File: src/rtl/ps2_key_ctrl.sv
// PS/2 keyboard receive path: glitch filter, 11-bit frame checker with timeout,
// E0/F0 prefix decoding and Flappy Bird game strobes, all in the clk_25 domain.

module ps2_key_filt #(
    parameter int FILT_LEN = 8
) (
    input  logic clk_25,
    input  logic rst,
    input  logic raw_i,
    output logic filt_o
);
    logic                s1_q, s2_q, filt_q;
    logic [FILT_LEN-1:0] sh_q;

    // Level only moves once the whole window agrees; anything mixed holds.
    always_ff @(posedge clk_25 or posedge rst) begin
        if (rst) begin
            s1_q   <= 1'b1;
            s2_q   <= 1'b1;
            sh_q   <= '1;
            filt_q <= 1'b1;
        end else begin
            s1_q <= raw_i;
            s2_q <= s1_q;
            sh_q <= {sh_q[FILT_LEN-2:0], s2_q};
            if (&sh_q)       filt_q <= 1'b1;
            else if (~|sh_q) filt_q <= 1'b0;
        end
    end

    assign filt_o = filt_q;
endmodule

module ps2_key_ctrl #(
    parameter int         FILT_LEN  = 8,
    parameter int         TIMEOUT   = 5000,
    parameter logic [7:0] KEY_FLAP  = 8'h29,
    parameter logic [7:0] KEY_START = 8'h5A
) (
    input  logic       clk_25,
    input  logic       rst,
    input  logic       PS2C,
    input  logic       PS2D,
    output logic [7:0] scan_code,
    output logic       code_valid,
    output logic       is_ext,
    output logic       is_break,
    output logic       flap_pulse,
    output logic       flap_held,
    output logic       start_pulse,
    output logic       frame_err
);
    localparam int TW = $clog2(TIMEOUT);

    typedef enum logic [1:0] {IDLE, DATA, PARITY, STOP} state_t;

    logic       c_f, d_f, c_prev_q, fall;
    state_t     state_q, state_d, cur;
    logic [2:0] bitcnt_q, bitcnt_d;
    logic [7:0] shreg_q, shreg_d;
    logic       par_ok_q, par_ok_d;
    logic [TW-1:0] to_q, to_d;
    logic       timeout, err_d, acc_d, acc_q;
    logic       ext_pend_q, brk_pend_q;
    logic [7:0] scan_q;
    logic       cv_q, ext_q, brk_q, err_q;
    logic       flap_p_q, flap_h_q, start_p_q;

    ps2_key_filt #(.FILT_LEN(FILT_LEN)) u_filt_c (
        .clk_25(clk_25), .rst(rst), .raw_i(PS2C), .filt_o(c_f)
    );
    ps2_key_filt #(.FILT_LEN(FILT_LEN)) u_filt_d (
        .clk_25(clk_25), .rst(rst), .raw_i(PS2D), .filt_o(d_f)
    );

    assign fall    = c_prev_q & ~c_f;
    assign timeout = (state_q != IDLE) && (to_q == TW'(TIMEOUT - 1));

    always_ff @(posedge clk_25 or posedge rst) begin
        if (rst) begin
            c_prev_q <= 1'b1;
            state_q  <= IDLE;
            bitcnt_q <= '0;
            shreg_q  <= '0;
            par_ok_q <= 1'b0;
            to_q     <= '0;
            acc_q    <= 1'b0;
            err_q    <= 1'b0;
        end else begin
            c_prev_q <= c_f;
            state_q  <= state_d;
            bitcnt_q <= bitcnt_d;
            shreg_q  <= shreg_d;
            par_ok_q <= par_ok_d;
            to_q     <= to_d;
            acc_q    <= acc_d;
            err_q    <= err_d;
        end
    end

    always_comb begin
        state_d  = state_q;
        bitcnt_d = bitcnt_q;
        shreg_d  = shreg_q;
        par_ok_d = par_ok_q;
        err_d    = 1'b0;
        acc_d    = 1'b0;
        to_d     = to_q;
        // A fall landing on the timeout cycle is handled as a fresh frame from IDLE.
        cur      = timeout ? IDLE : state_q;
        if (timeout) begin
            state_d = IDLE;
            err_d   = 1'b1;
        end
        if (fall || state_q == IDLE) to_d = '0;
        else if (to_q != TW'(TIMEOUT - 1)) to_d = to_q + 1'b1;
        if (fall) begin
            case (cur)
                IDLE: begin
                    if (!d_f) begin
                        state_d  = DATA;
                        bitcnt_d = '0;
                    end else begin
                        err_d = 1'b1;
                    end
                end
                DATA: begin
                    shreg_d  = {d_f, shreg_q[7:1]};
                    bitcnt_d = bitcnt_q + 3'd1;
                    if (bitcnt_q == 3'd7) state_d = PARITY;
                end
                PARITY: begin
                    par_ok_d = ^{shreg_q, d_f};
                    state_d  = STOP;
                end
                default: begin
                    if (d_f && par_ok_q) acc_d = 1'b1;
                    else                 err_d = 1'b1;
                    state_d = IDLE;
                end
            endcase
        end
    end

    // shreg_q is stable in the accept cycle because the FSM is back in IDLE.
    always_ff @(posedge clk_25 or posedge rst) begin
        if (rst) begin
            ext_pend_q <= 1'b0;
            brk_pend_q <= 1'b0;
            scan_q     <= '0;
            cv_q       <= 1'b0;
            ext_q      <= 1'b0;
            brk_q      <= 1'b0;
        end else begin
            cv_q <= 1'b0;
            if (err_d) begin
                ext_pend_q <= 1'b0;
                brk_pend_q <= 1'b0;
            end else if (acc_q) begin
                if (shreg_q == 8'hE0) begin
                    ext_pend_q <= 1'b1;
                end else if (shreg_q == 8'hF0) begin
                    brk_pend_q <= 1'b1;
                end else begin
                    cv_q       <= 1'b1;
                    scan_q     <= shreg_q;
                    ext_q      <= ext_pend_q;
                    brk_q      <= brk_pend_q;
                    ext_pend_q <= 1'b0;
                    brk_pend_q <= 1'b0;
                end
            end
        end
    end

    always_ff @(posedge clk_25 or posedge rst) begin
        if (rst) begin
            flap_p_q  <= 1'b0;
            flap_h_q  <= 1'b0;
            start_p_q <= 1'b0;
        end else begin
            flap_p_q  <= 1'b0;
            start_p_q <= 1'b0;
            if (cv_q && !ext_q) begin
                if (scan_q == KEY_FLAP) begin
                    if (brk_q) begin
                        flap_h_q <= 1'b0;
                    end else if (!flap_h_q) begin
                        flap_p_q <= 1'b1;
                        flap_h_q <= 1'b1;
                    end
                end
                if (scan_q == KEY_START && !brk_q) start_p_q <= 1'b1;
            end
        end
    end

    assign scan_code   = scan_q;
    assign code_valid  = cv_q;
    assign is_ext      = ext_q;
    assign is_break    = brk_q;
    assign flap_pulse  = flap_p_q;
    assign flap_held   = flap_h_q;
    assign start_pulse = start_p_q;
    assign frame_err   = err_q;
endmodule

File: config.mk
export PLATFORM = sky130hd
export DESIGN_NAME = ps2_key_ctrl
export DESIGN_NICKNAME = d
export VERILOG_FILES = /design/src/rtl/ps2_key_ctrl.sv
export SDC_FILE = /design/constraint.sdc
export NUM_CORES = 1
export LEC_CHECK = 0
export BUFFER_PORTS_ARGS = -buffer_cell sky130_fd_sc_hd__buf_2
export CAP_MARGIN = 20
export CORE_ASPECT_RATIO = 1.1
export CORE_MARGIN = 5
export CORE_UTILIZATION = 40
export CTS_CLUSTER_SIZE = 30
export DETAILED_ROUTE_END_ITERATION = 10
export GPL_TIMING_DRIVEN = 0
export PLACE_DENSITY = 0.63
export SETUP_SLACK_MARGIN = 0.15
export SLEW_MARGIN = 20
export SYNTH_ARGS = -nofsm -noshare
export SYNTH_HDL_FRONTEND = slang
export SYNTH_SLANG_ARGS = --single-unit
File: constraint.sdc
create_clock -name clk_25 -period 7.1 [get_ports clk_25]
set_input_delay 1.42 -clock clk_25 [delete_from_list [all_inputs] [get_ports clk_25]]
set_output_delay 1.42 -clock clk_25 [all_outputs]
set_load 0.01 [all_outputs]
### Yosys cells after proc, flatten, opt, wreduce, memory -nomap -nowiden

Index checks and enable logic that the tools add are counted.

* bits in registers: 68
* bits in latches: 0
* RAM bits: 0
* bits in read-only memories: 0
* input bits: 4
* output and inout bits: 15
* logic and storage cells: 113
* memories: 0

* add/sub/neg operators: 2
* multipliers: 0
* divide/modulo/power cells: 0
* order comparisons: 0
* eq/ne operators: 14
* shift-type cells: 0
* multiplexer cells: 40
* bitwise gates (word level): 5
* reduce and logical (&&, ||, !) cells: 27

Operators by type and width (count)
* two-way mux 1 bit: 30
* two-way mux 13 bit: 2
* == test 8 bit, second input constant: 2
* AND reduction 8 bit: 2
* OR reduction 8 bit: 2
* adder 13 x 1 -> 13 bit, second input constant: 1
* == test 13 bit, second input constant: 1
* != test 13 bit, second input constant: 1
* AND reduction 2 bit: 5
* parity 9 bit: 1
* == test 8 x 6 -> 1 bit, second input constant: 1
* == test 8 x 7 -> 1 bit, second input constant: 1
* two-way mux 2 bit: 4
* nonzero test 2 bit: 4
* case mux 2 bit (3 select lines): 1
* case mux 3 bit (2 select lines): 1
* logical AND 1 bit: 4
* zero test 2 bit: 2
* != test 2 x 1 -> 1 bit, second input constant: 2
* != test 2 bit, second input constant: 2
* inverter 1 bit: 4
* AND reduction 4 bit: 1
* adder 3 x 1 -> 3 bit, second input constant: 1
* == test 3 bit, second input constant: 1
* other kinds (11): 12

### Longest topological paths before layout

Gate-level depths: netlist of run 1.

* depth in word-level cells: 9
* depth in mapped cells: 12
* gate-level depth less buffers: 10

### By module

From an unflattened synthesis of run 1, not the netlist that was laid out.

* cells, all modules: 232
* area total of the unflattened synthesis: 2876.5 um^2

By module, submodules not included
* ps2_key_ctrl: times used 1, cells each 196, area an instance 2215.9 um^2, seq. area each 1152.4 um^2
* ps2_key_filt: times used 2, cells each 18, area an instance 330.3 um^2, seq. area each 289.0 um^2

### Worst setup path before layout of run 1

OpenSTA, ideal clock, no wires.

* kind: register -> register
* start point: register to_q[5]
* end point: register brk_q, in the netlist is_break
* setup time: 0.125 ns
* data arrival time: 3.007 ns
* required time: 6.975 ns
* setup slack: 3.968 ns
* cell stages (with the launch flop): 12
* buffers on the path: 2
* clock period less this slack: 3.132 ns
* cell sequence: dfrtp_1 > or4b_4 > or4_4 > buf_6 > nand2_1 > inv_1 > ha_1 > nor3b_1 > a31o_2 > o211a_1 > buf_6 > mux2_4

* longest elaborated chain between the ends: 9
* elaborated cells between the ends (all ways): 14
* those cells by class: eq/ne (3); mux (6); bitwise (1); reduce/logical (4)

Ends and longest elaborated chain
* start: declaration: line 62 `logic [TW-1:0] to_q, to_d;`
* start signal: assignment: line 95 `to_q <= to_d;`
* == test 13 bit (*): line 77 `assign timeout = (state_q != IDLE) && (to_q == TW'(TIMEOUT - 1));`
* logical AND 1 bit (*): line 77
* two-way mux 2 bit: line 110 `cur = timeout ? IDLE : state_q;`
* == test 2 bit / == test 2 x 1 -> 1 bit (equally long branches): line 118 `case (cur)`
* OR reduction 2 bit (no source line)
* case mux 1 bit (2 select lines): line 118
* two-way mux 1 bit (*): line 117 `if (fall) begin`
* inverter 1 bit (no source line) (*)
* AND reduction 4 bit (no source line) (*)
* end signal: assignment: line 168 `brk_q <= brk_pend_q;`
* end: declaration: line 66 `logic cv_q, ext_q, brk_q, err_q;`

Mark *: on every way between the ends. The rest lies on a longest branch, timed or not.
A chain may end at the register's enable or synchronous reset.

### Worst setup path after layout of run 1

* start point: register to_q[5]
* end point: register scan_q[1], in the netlist scan_code[1]

* longest elaborated chain between the ends: 9
* elaborated cells between the ends (all ways): 14
* those cells by class: eq/ne (3); mux (6); bitwise (1); reduce/logical (4)

Ends and longest elaborated chain
* == test 13 bit (*): line 77
* logical AND 1 bit (*): line 77
* two-way mux 2 bit: line 110
* == test 2 bit / == test 2 x 1 -> 1 bit (equally long branches): line 118
* OR reduction 2 bit (no source line)
* case mux 1 bit (2 select lines): line 118
* two-way mux 1 bit (*): line 117
* inverter 1 bit (no source line) (*)
* AND reduction 4 bit (no source line) (*)
* end signal: assignment: line 166 `scan_q <= shreg_q;`
* end: declaration: line 65 `logic [7:0] scan_q;`

Marks and branches as above.

==> out/qor.yml, run 1 <==
outcome:
  status: "completed"
power_and_ir_drop:
  finalPower_w: 0.000819
  p_per_area_mw_per_mm2: 251
  p_leak_nw: 1.48
  pwr-share-seq_pct: 53.0
  p_clk_share_pct: 34.8
  peakVddDrop_mv: 0.127
  p_sw_w: 0.000214
  switching_share_pct: 26.1
  intPower_w: 0.000605
  comb_power_share_pct: 12.2
placement:
  dpl_worst_slack_ps: 3730
  post-dp-hpwl_mm: 3.31
  io_buffer_count: 18
  gp_congestion: 0.749
route:
  avgViaCountPerCell: 5.01
  drc: 0
  drt_first_pass_iters: 5
  drtIter0Drc: 50
  wl_per_cell_um: 13.4
  drt_wl_total_mm: 4.73
  ant_nets: 0
  vias: 1765
setup_path:
  end_kind: "register"
  startpoint_type: "register"
  rr_startpoint: "to_q[5]$_DFFE_PP0P_"
  rrSetupSlack_ps: 3700
  crit_type: "register to register"
  worstPathRequired_ps: 7320
  reg2reg_depth: 11
  critPathMaxFanout: 10
  timing.critical_path.from: "to_q[5]$_DFFE_PP0P_"
  worstPathArrival_ps: 3630
sta:
  rsz0062_at_grt: "false"
  min_period_over_period_pct: 47.9
  fin_ws_ps: 3700
  max_freq_mhz: 294
  report.final.setup_viol: 0
  hold_viol: 0
  drv_slew: 0
  finClkSkew_ps: 8.26
  slew_headroom_pct: 62.3
  tightest_slew_ps: 560
  setup_tns_ps: 0
  fin_crit_ps: 3400
yosys:
  synth-edff-count: 0
  synth_area_leader_cell: "dfrtp_1"
  yosys.area.top_type_share_pct: 39.3
  synth_adder_area_share_pct: 3.06
  synth_flop_cell: "dfrtp_1"
  seq_area_frac_synth_pct: 60.4
  synth-simple-area-share_pct: 13.4
  ys_types: 38
  yosys_warnings: 0
  synth_compound_area_share_pct: 6.99
  synth_mux_area_share_pct: 8.04
  netlist_instances: 232
  syn_area_mm2: 0.00286
  ys_top_cells_by_area: "dfrtp_1, dfstp_2, mux2_4"
  syn_avg_cell_area_um2: 12.3
  syn-num-nets: 243
  synth_seq_cells: 68
  async_flop_share_pct: 100
  synth_top_family_by_area: "simple AND/OR/NAND/NOR gates"
  synth-xor-area-share_pct: 5.37
clock_network:
  clock_path_buffers: 2
  clock-sinks: 68
  cts_tree: "built"
  cts.repair.resized: 0
  cts-root-buf: "clkbuf_8"
  clk-insertion-delay-late_ps: 340
  hold_buffers: 0
  h-tree-depth: 3
  path_clk_slew_ps: 70
  cts_setup_buffers: 0
  cts_inserted_buffers: 9
global_routing:
  overflow: 0
  grt_max_degree: 41
  grt_pass1_wl_mm: 8.43
  grtUsageTotal_pct: 11.8
  antenna_found_initial: 0
  grt_pass1_vias: 1789
floorplanning:
  die_w_um: 90.7
  dieArea_mm2: 0.00895
  initial_utilization_pct: 40.9
  num_rows: 32
  die_h_um: 98.7
  placeableCoreArea_mm2: 0.00701
  io_pins: 19
run:
  drv_cap: 0
worst_hold_path:
  min_from: "u_filt_d.s1_q$_DFF_PP1_"
  hold_path.class: "register to register"
  whs_path_depth: 0
layout:
  fillCellCount: 611
  nNetsFinal: 273
  multi_input_area_mm2: 0.00105
  fin_util_pct: 46.5
  antenna_cells: 0
  area_growth_pct: 13.8
  layout-drive-gt1-share_pct: 29.6
  regArea_mm2: 0.00173
[cells by family (layout without fill, tap and decap cells)]
group / after synthesis / count (layout)
AO/OA/AOI/OAI: 32 / 32
XOR/XNOR: 16 / 16
adder cells (fa/ha/maj): 7 / 7
buffers and inverters: 17 / 52
flip-flops: 68 / 68
multiplexers: 18 / 18
AND/OR/NAND/NOR: 74 / 74
[cells in the final DEF, fill, tap and decap left out, types with 9 or more instances in the layout]
cell / instances
a21oi_1: 10
buf_2: 18
clkbuf_8: 9
dfrtp_1: 45
dfstp_2: 23
inv_1: 11
nand2_1: 14
nand3_1: 10
nor2_1: 19
o21ai_0: 12
xnor2_1: 13
[cell type report]
| type | instances | share of cell area, % |
|---|---|---|
| Buffer | 5 | 1.04 |
| Clock buffer | 12 | 4.80 |
| Clock inverter | 4 | 0.652 |
| Inverter | 12 | 1.46 |
| Multi-Input combinational cell | 147 | 32.3 |
| Sequential cell | 68 | 53.1 |
| Tap cell | 85 | 3.26 |
| Timing Repair Buffer | 19 | 3.38 |
[registers in the layout, summed over array words and instances (netlist names), 2 cells and up]
signal	flops
bitcnt_q	3
scan_code	8
shreg_q	8
state_q	2
to_q	13
u_filt_c.sh_q	8
u_filt_d.sh_q	8
[power groups by stage]
stage | Clock [W] | Sequential, W | Combinational [W]
2_1_floorplan | 0 | 0.000435 | 0.0000813
3_3_place_gp | 0 | 0.000440 | 0.0000970
3_5_place_dp | 0 | 0.000441 | 0.000102
4_1_cts | 0.000296 | 0.000434 | 0.000102
5_1_grt | 0.000310 | 0.000437 | 0.000117
6_report | 0.000285 | 0.000434 | 0.000100
[worst max-delay path, cell delays in order (launching register included)]
cell and delay (ps):
dfrtp_1 420, or4b_4 550, or4_4 520, buf_6 150
nand2_1 120, inv_1 80, ha_1 270, nor3b_1 290
a31o_2 210, o211a_1 190, buf_6 190, mux2_4 310
[synth_stat cells, drive strengths merged (2+ instances only)]
cell	number
a21oi	10
a22o	2
buf	2
clkbuf	3
dfrtp	45
dfstp	23
ha	7
inv	12
mux2	16
mux2i	2
nand2	14
nand2b	3
nand3	10
nand4	4
nor2	19
nor3	8
nor4	3
nor4b	2
o21ai	12
o41ai	2
or3	3
or4	3
xnor2	13
xor2	2
[layer usage]
metal	GRT usage (%)	routed length (um)
met3	3.21	166
met5	0	0
met4	6.87	125
met1	15.7	2250
met2	17.2	2190
[final timing paths]
path	end
worst max-delay path	scan_code[1]$_DFFE_PP0P_
worst min-delay path	u_filt_d.s2_q$_DFF_PP1_
worst max register to register	scan_code[1]$_DFFE_PP0P_
worst min register to register	u_filt_d.s2_q$_DFF_PP1_
max in group asynchronous	u_filt_c.s2_q$_DFF_PP1_
min in group asynchronous	start_pulse$_DFF_PP0_
[stage by stage]
step,hold slack (ps),cell area (um2),cells
6_report,353,3260,352
3_3_place_gp,345,3060,335
5_1_grt,364,3260,352
3_5_place_dp,348,3080,336
2_1_floorplan,345,2860,232
4_1_cts,355,3260,352
No activity file was read; power rests on OpenSTA's default activity.
==> run 2, diff against run 1 <==
--- a/config.mk
+++ b/config.mk
@@ -5,6 +5,7 @@
 export SDC_FILE = /design/constraint.sdc
 export NUM_CORES = 1
 export LEC_CHECK = 0
+export ABC_AREA = 1
 export BUFFER_PORTS_ARGS = -buffer_cell sky130_fd_sc_hd__buf_2
 export CAP_MARGIN = 20
 export CORE_ASPECT_RATIO = 1.1
@@ -13,7 +14,7 @@
 export CTS_CLUSTER_SIZE = 30
 export DETAILED_ROUTE_END_ITERATION = 10
 export GPL_TIMING_DRIVEN = 0
-export PLACE_DENSITY = 0.63
+export PLACE_DENSITY = 0.64
 export SETUP_SLACK_MARGIN = 0.15
 export SLEW_MARGIN = 20
 export SYNTH_ARGS = -nofsm -noshare
==> constraint.sdc (replaced) <==
create_clock -name clk_25 -period 2.8 [get_ports clk_25]
set_input_delay 0.56 -clock clk_25 [delete_from_list [all_inputs] [get_ports clk_25]]
set_output_delay 0.56 -clock clk_25 [all_outputs]
set_load 0.01 [all_outputs]
==> out/qor.yml, run 2 <==
sta:
  fin_crit_ps: 2440  # -964 ps
  max_freq_mhz: 410  # +40%
  rsz0062_at_grt: "false"
  hold_viol: 0  # unchanged
  hold_ws_ps: 192  # -160 ps
  drv_slew: 0  # unchanged
  finClkSkew_ps: 11.3  # +3.02 ps
  min_period_over_period_pct: 87.1  # +39 points
  slew_headroom_pct: 74.8  # +12 points
  report.final.setup_viol: 0  # unchanged
  tightest_slew_ps: 378  # -181 ps
setup_path:
  worstPathRequired_ps: 3050  # -4270 ps
  worstPathArrival_ps: 2690  # -940 ps
  startpoint_type: "register"
  rr_startpoint: "to_q[0]$_DFFE_PP0P_"
  crit_type: "register to register"
  rr_endpoint: "scan_code[3]$_DFFE_PP0P_"
  critPathMaxFanout: 10  # unchanged
  end_kind: "register"
  reg2reg_depth: 16  # +5
  rrSetupSlack_ps: 360  # -3340 ps
global_routing:
  grt_pass1_wl_mm: 10.1  # +20%
  overflow: 0  # unchanged
  antenna_found_initial: 0  # unchanged
  grtUsageTotal_pct: 13.1  # +1.3 points
  grt_pass1_vias: 2334  # +30%
  grt_max_degree: 40  # -2.4%
layout:
  largest_register_ffs: 13  # unchanged
  fillCellCount: 774  # +27%
  layout_common_cells: "nand2_1, inv_1, dfrtp_1"
  layout-drive-gt1-share_pct: 26.3  # -3.3 points
  regMostFlops: "to_q"
  nNetsFinal: 394  # +44%
  area_growth_pct: 14.4
  final_common_cell: "nand2_1"
  antenna_cells: 0  # unchanged
power_and_ir_drop:
  p_per_area_mw_per_mm2: 603  # +140%
  pwr-share-seq_pct: 50.3  # -2.7 points
  comb_power_share_pct: 14.6  # +2.4 points
  switching_share_pct: 29.6  # +3.5 points
  p_sw_w: 0.000650  # +200%
  p_leak_nw: 1.79  # +20%
  finalPower_w: 0.00219  # +170%
  p_clk_share_pct: 35.1  # +0.3 points
  peakVddDrop_mv: 0.253  # +100%
  intPower_w: 0.00154  # +150%
floorplanning:
  die_w_um: 95.0  # +4.7%
  num_rows: 34  # +6.3%
  initial_utilization_pct: 40.6  # -0.27 points
  placeableCoreArea_mm2: 0.00783  # +12%
  die_h_um: 103  # +4.8%
  io_pins: 19  # unchanged
  dieArea_mm2: 0.00983  # +9.8%
yosys:
  ys_top_cells_by_area: "dfrtp_1, dfstp_2, nand2_1"
  synth-edff-count: 0  # unchanged
  yosys.area.top_type_share_pct: 35.4  # -3.9 points
  async_flop_share_pct: 100  # unchanged
  syn_area_mm2: 0.00318  # +11%
  synth.most_common_cell: "nand2_1"
  synth_flop_cell: "dfrtp_1"
  netlist_instances: 353  # +52%
  syn-num-nets: 364  # +50%
  syn_avg_cell_area_um2: 9.00  # -27%
  seq_area_frac_synth_pct: 54.4  # -6.0 points
  yosys_warnings: 0  # unchanged
  synth_area_leader_cell: "dfrtp_1"
  ys_top_cells_by_count: "nand2_1, inv_1, dfrtp_1, nor2_1"
  ys_types: 39  # +2.6%
  synth_seq_cells: 68  # unchanged
placement:
  io_buffer_count: 18  # unchanged
  gp_congestion: 0.767  # +2.5%
  post-dp-hpwl_mm: 4.09  # +23%
route:
  avgViaCountPerCell: 4.70  # -6.2%
  drt_first_pass_iters: 4  # -1
  wl_per_cell_um: 11.3  # -16%
  ant_nets: 0  # unchanged
  drc: 0  # unchanged
  vias: 2332  # +32%
  drtIter0Drc: 96  # +92%
  drt_wl_total_mm: 5.63  # +19%
clock_network:
  cts-root-buf: "clkbuf_8"
  h-tree-depth: 3  # unchanged
  cts_setup_buffers: 0  # unchanged
  clk-insertion-delay-late_ps: 350  # about the same
  clock_path_buffers: 2  # unchanged
  clock-sinks: 68  # unchanged
  cts_tree: "built"
  cts_inserted_buffers: 9  # unchanged
  path_clk_slew_ps: 80  # about the same
worst_hold_path:
  hold_path.class: "input pin to asynchronous set/reset pin"
outcome:
  status: "completed"
run:
  drv_cap: 0  # unchanged
==> run 2: cell count changes after synthesis, moves of 4 or more <==
cell,before,now
mux2_4,8,0
nor2_2,0,5
nand4_1,4,10
mux2_2,8,0
nand2_1,14,82
nor2_1,19,24
inv_1,12,47
nand3_1,10,20
o21ai_0,12,23
nor3_1,8,4
nand2_2,0,13
xnor2_1,13,1
==> run 2: how the worst max path moves through the flow <==
stage / slack (ps) / start / endpoint / cells past startpoint
floorplan: 570 / rst / acc_q$_DFF_PP0_ / 1
global placement: -250 / rst / shreg_q[6]$_DFFE_PP0P_ / 2
detailed placement: 190 / to_q[1]$_DFFE_PP0P_ / shreg_q[5]$_DFFE_PP0P_ / 10
CTS: 180 / to_q[0]$_DFFE_PP0P_ / shreg_q[5]$_DFFE_PP0P_ / 10
global route: 160 / to_q[1]$_DFFE_PP0P_ / scan_code[5]$_DFFE_PP0P_ / 16
finish: 360 / to_q[0]$_DFFE_PP0P_ / scan_code[3]$_DFFE_PP0P_ / 16
==> run 2: worst max-delay path, stage by stage, from the launching register on <==
cell and delay (ps):
dfrtp_1 380, ha_2 240, nand2_1 60, nor3_1 200, nand3_2 170, nand2_2 150, inv_1 80, ha_1 250
nor2_2 190, a21oi_2 90, nand2_4 100, nand2_4 70, inv_4 80, nand2_4 50, buf_12 150, nand2_2 50
nand2_1 50
==> run 2: what timing repair did <==
| action | in CTS | in global routing |
|---|---|---|
| hold buffers | 0 | 0 |
| endpoints found under the setup margin | 0 | 18 |
| resized for setup | 0 | 7 |
==> run 2: area by class of cell <==
cell class | instances | area (um2) | area share, %
multi-input combinational | 229 | 1220 | 33.6
buffer | 5 | 48.8 | 1.34
inverter | 51 | 196 | 5.40
clock inverter | 6 | 43.8 | 1.20
timing repair buffer | 19 | 110 | 3.03
clock buffer | 10 | 149 | 4.10
sequential | 68 | 1730 | 47.6
tap | 108 | 135 | 3.72
==> run 2: stage by stage <==
step	util (%)	setup TNS [ps]	area [um2]	cells	setup WS, ps
floorplan	-	0	3180	353	567
global placement	43.5	-11230	3400	479	-252
detailed placement	43.8	0	3430	480	192
CTS	46.2	0	3620	496	178
global route	46.4	0	3630	496	156
finish	46.4	0	3630	496	361
==> run 2: kinds of logic (layout without fill, tap and decap cells) <==
family	Yosys count	in the layout	share of synthesized area [%]
buffers and inverters	56	91	7.60
adders and majority gates	7	7	2.76
AOI/OAI and AO/OA	49	49	8.86
xor gates and xnor gates	1	1	0.276
and+or+nand+nor	172	172	26.1
DFF	68	68	54.4
==> run 2: layer usage <==
metal / global-route usage, % / routed length [um] / vias up
met5: 0 / 0 / -
met4: 5.99 / 110 / 0
met3: 3.47 / 163 / 8
met2: 20.7 / 2670 / 26
met1: 16.8 / 2680 / 1094
li1: - / - / 1204
==> run 2: power groups by stage <==
stage	logic (W)	registers [W]	clock network, W
after detailed placement	0.000320	0.00112	0
after CTS	0.000322	0.00110	0.000794
final	0.000320	0.00110	0.000769
after floorplan	0.000250	0.00111	0
after global placement	0.000306	0.00112	0
after global routing	0.000374	0.00111	0.000836
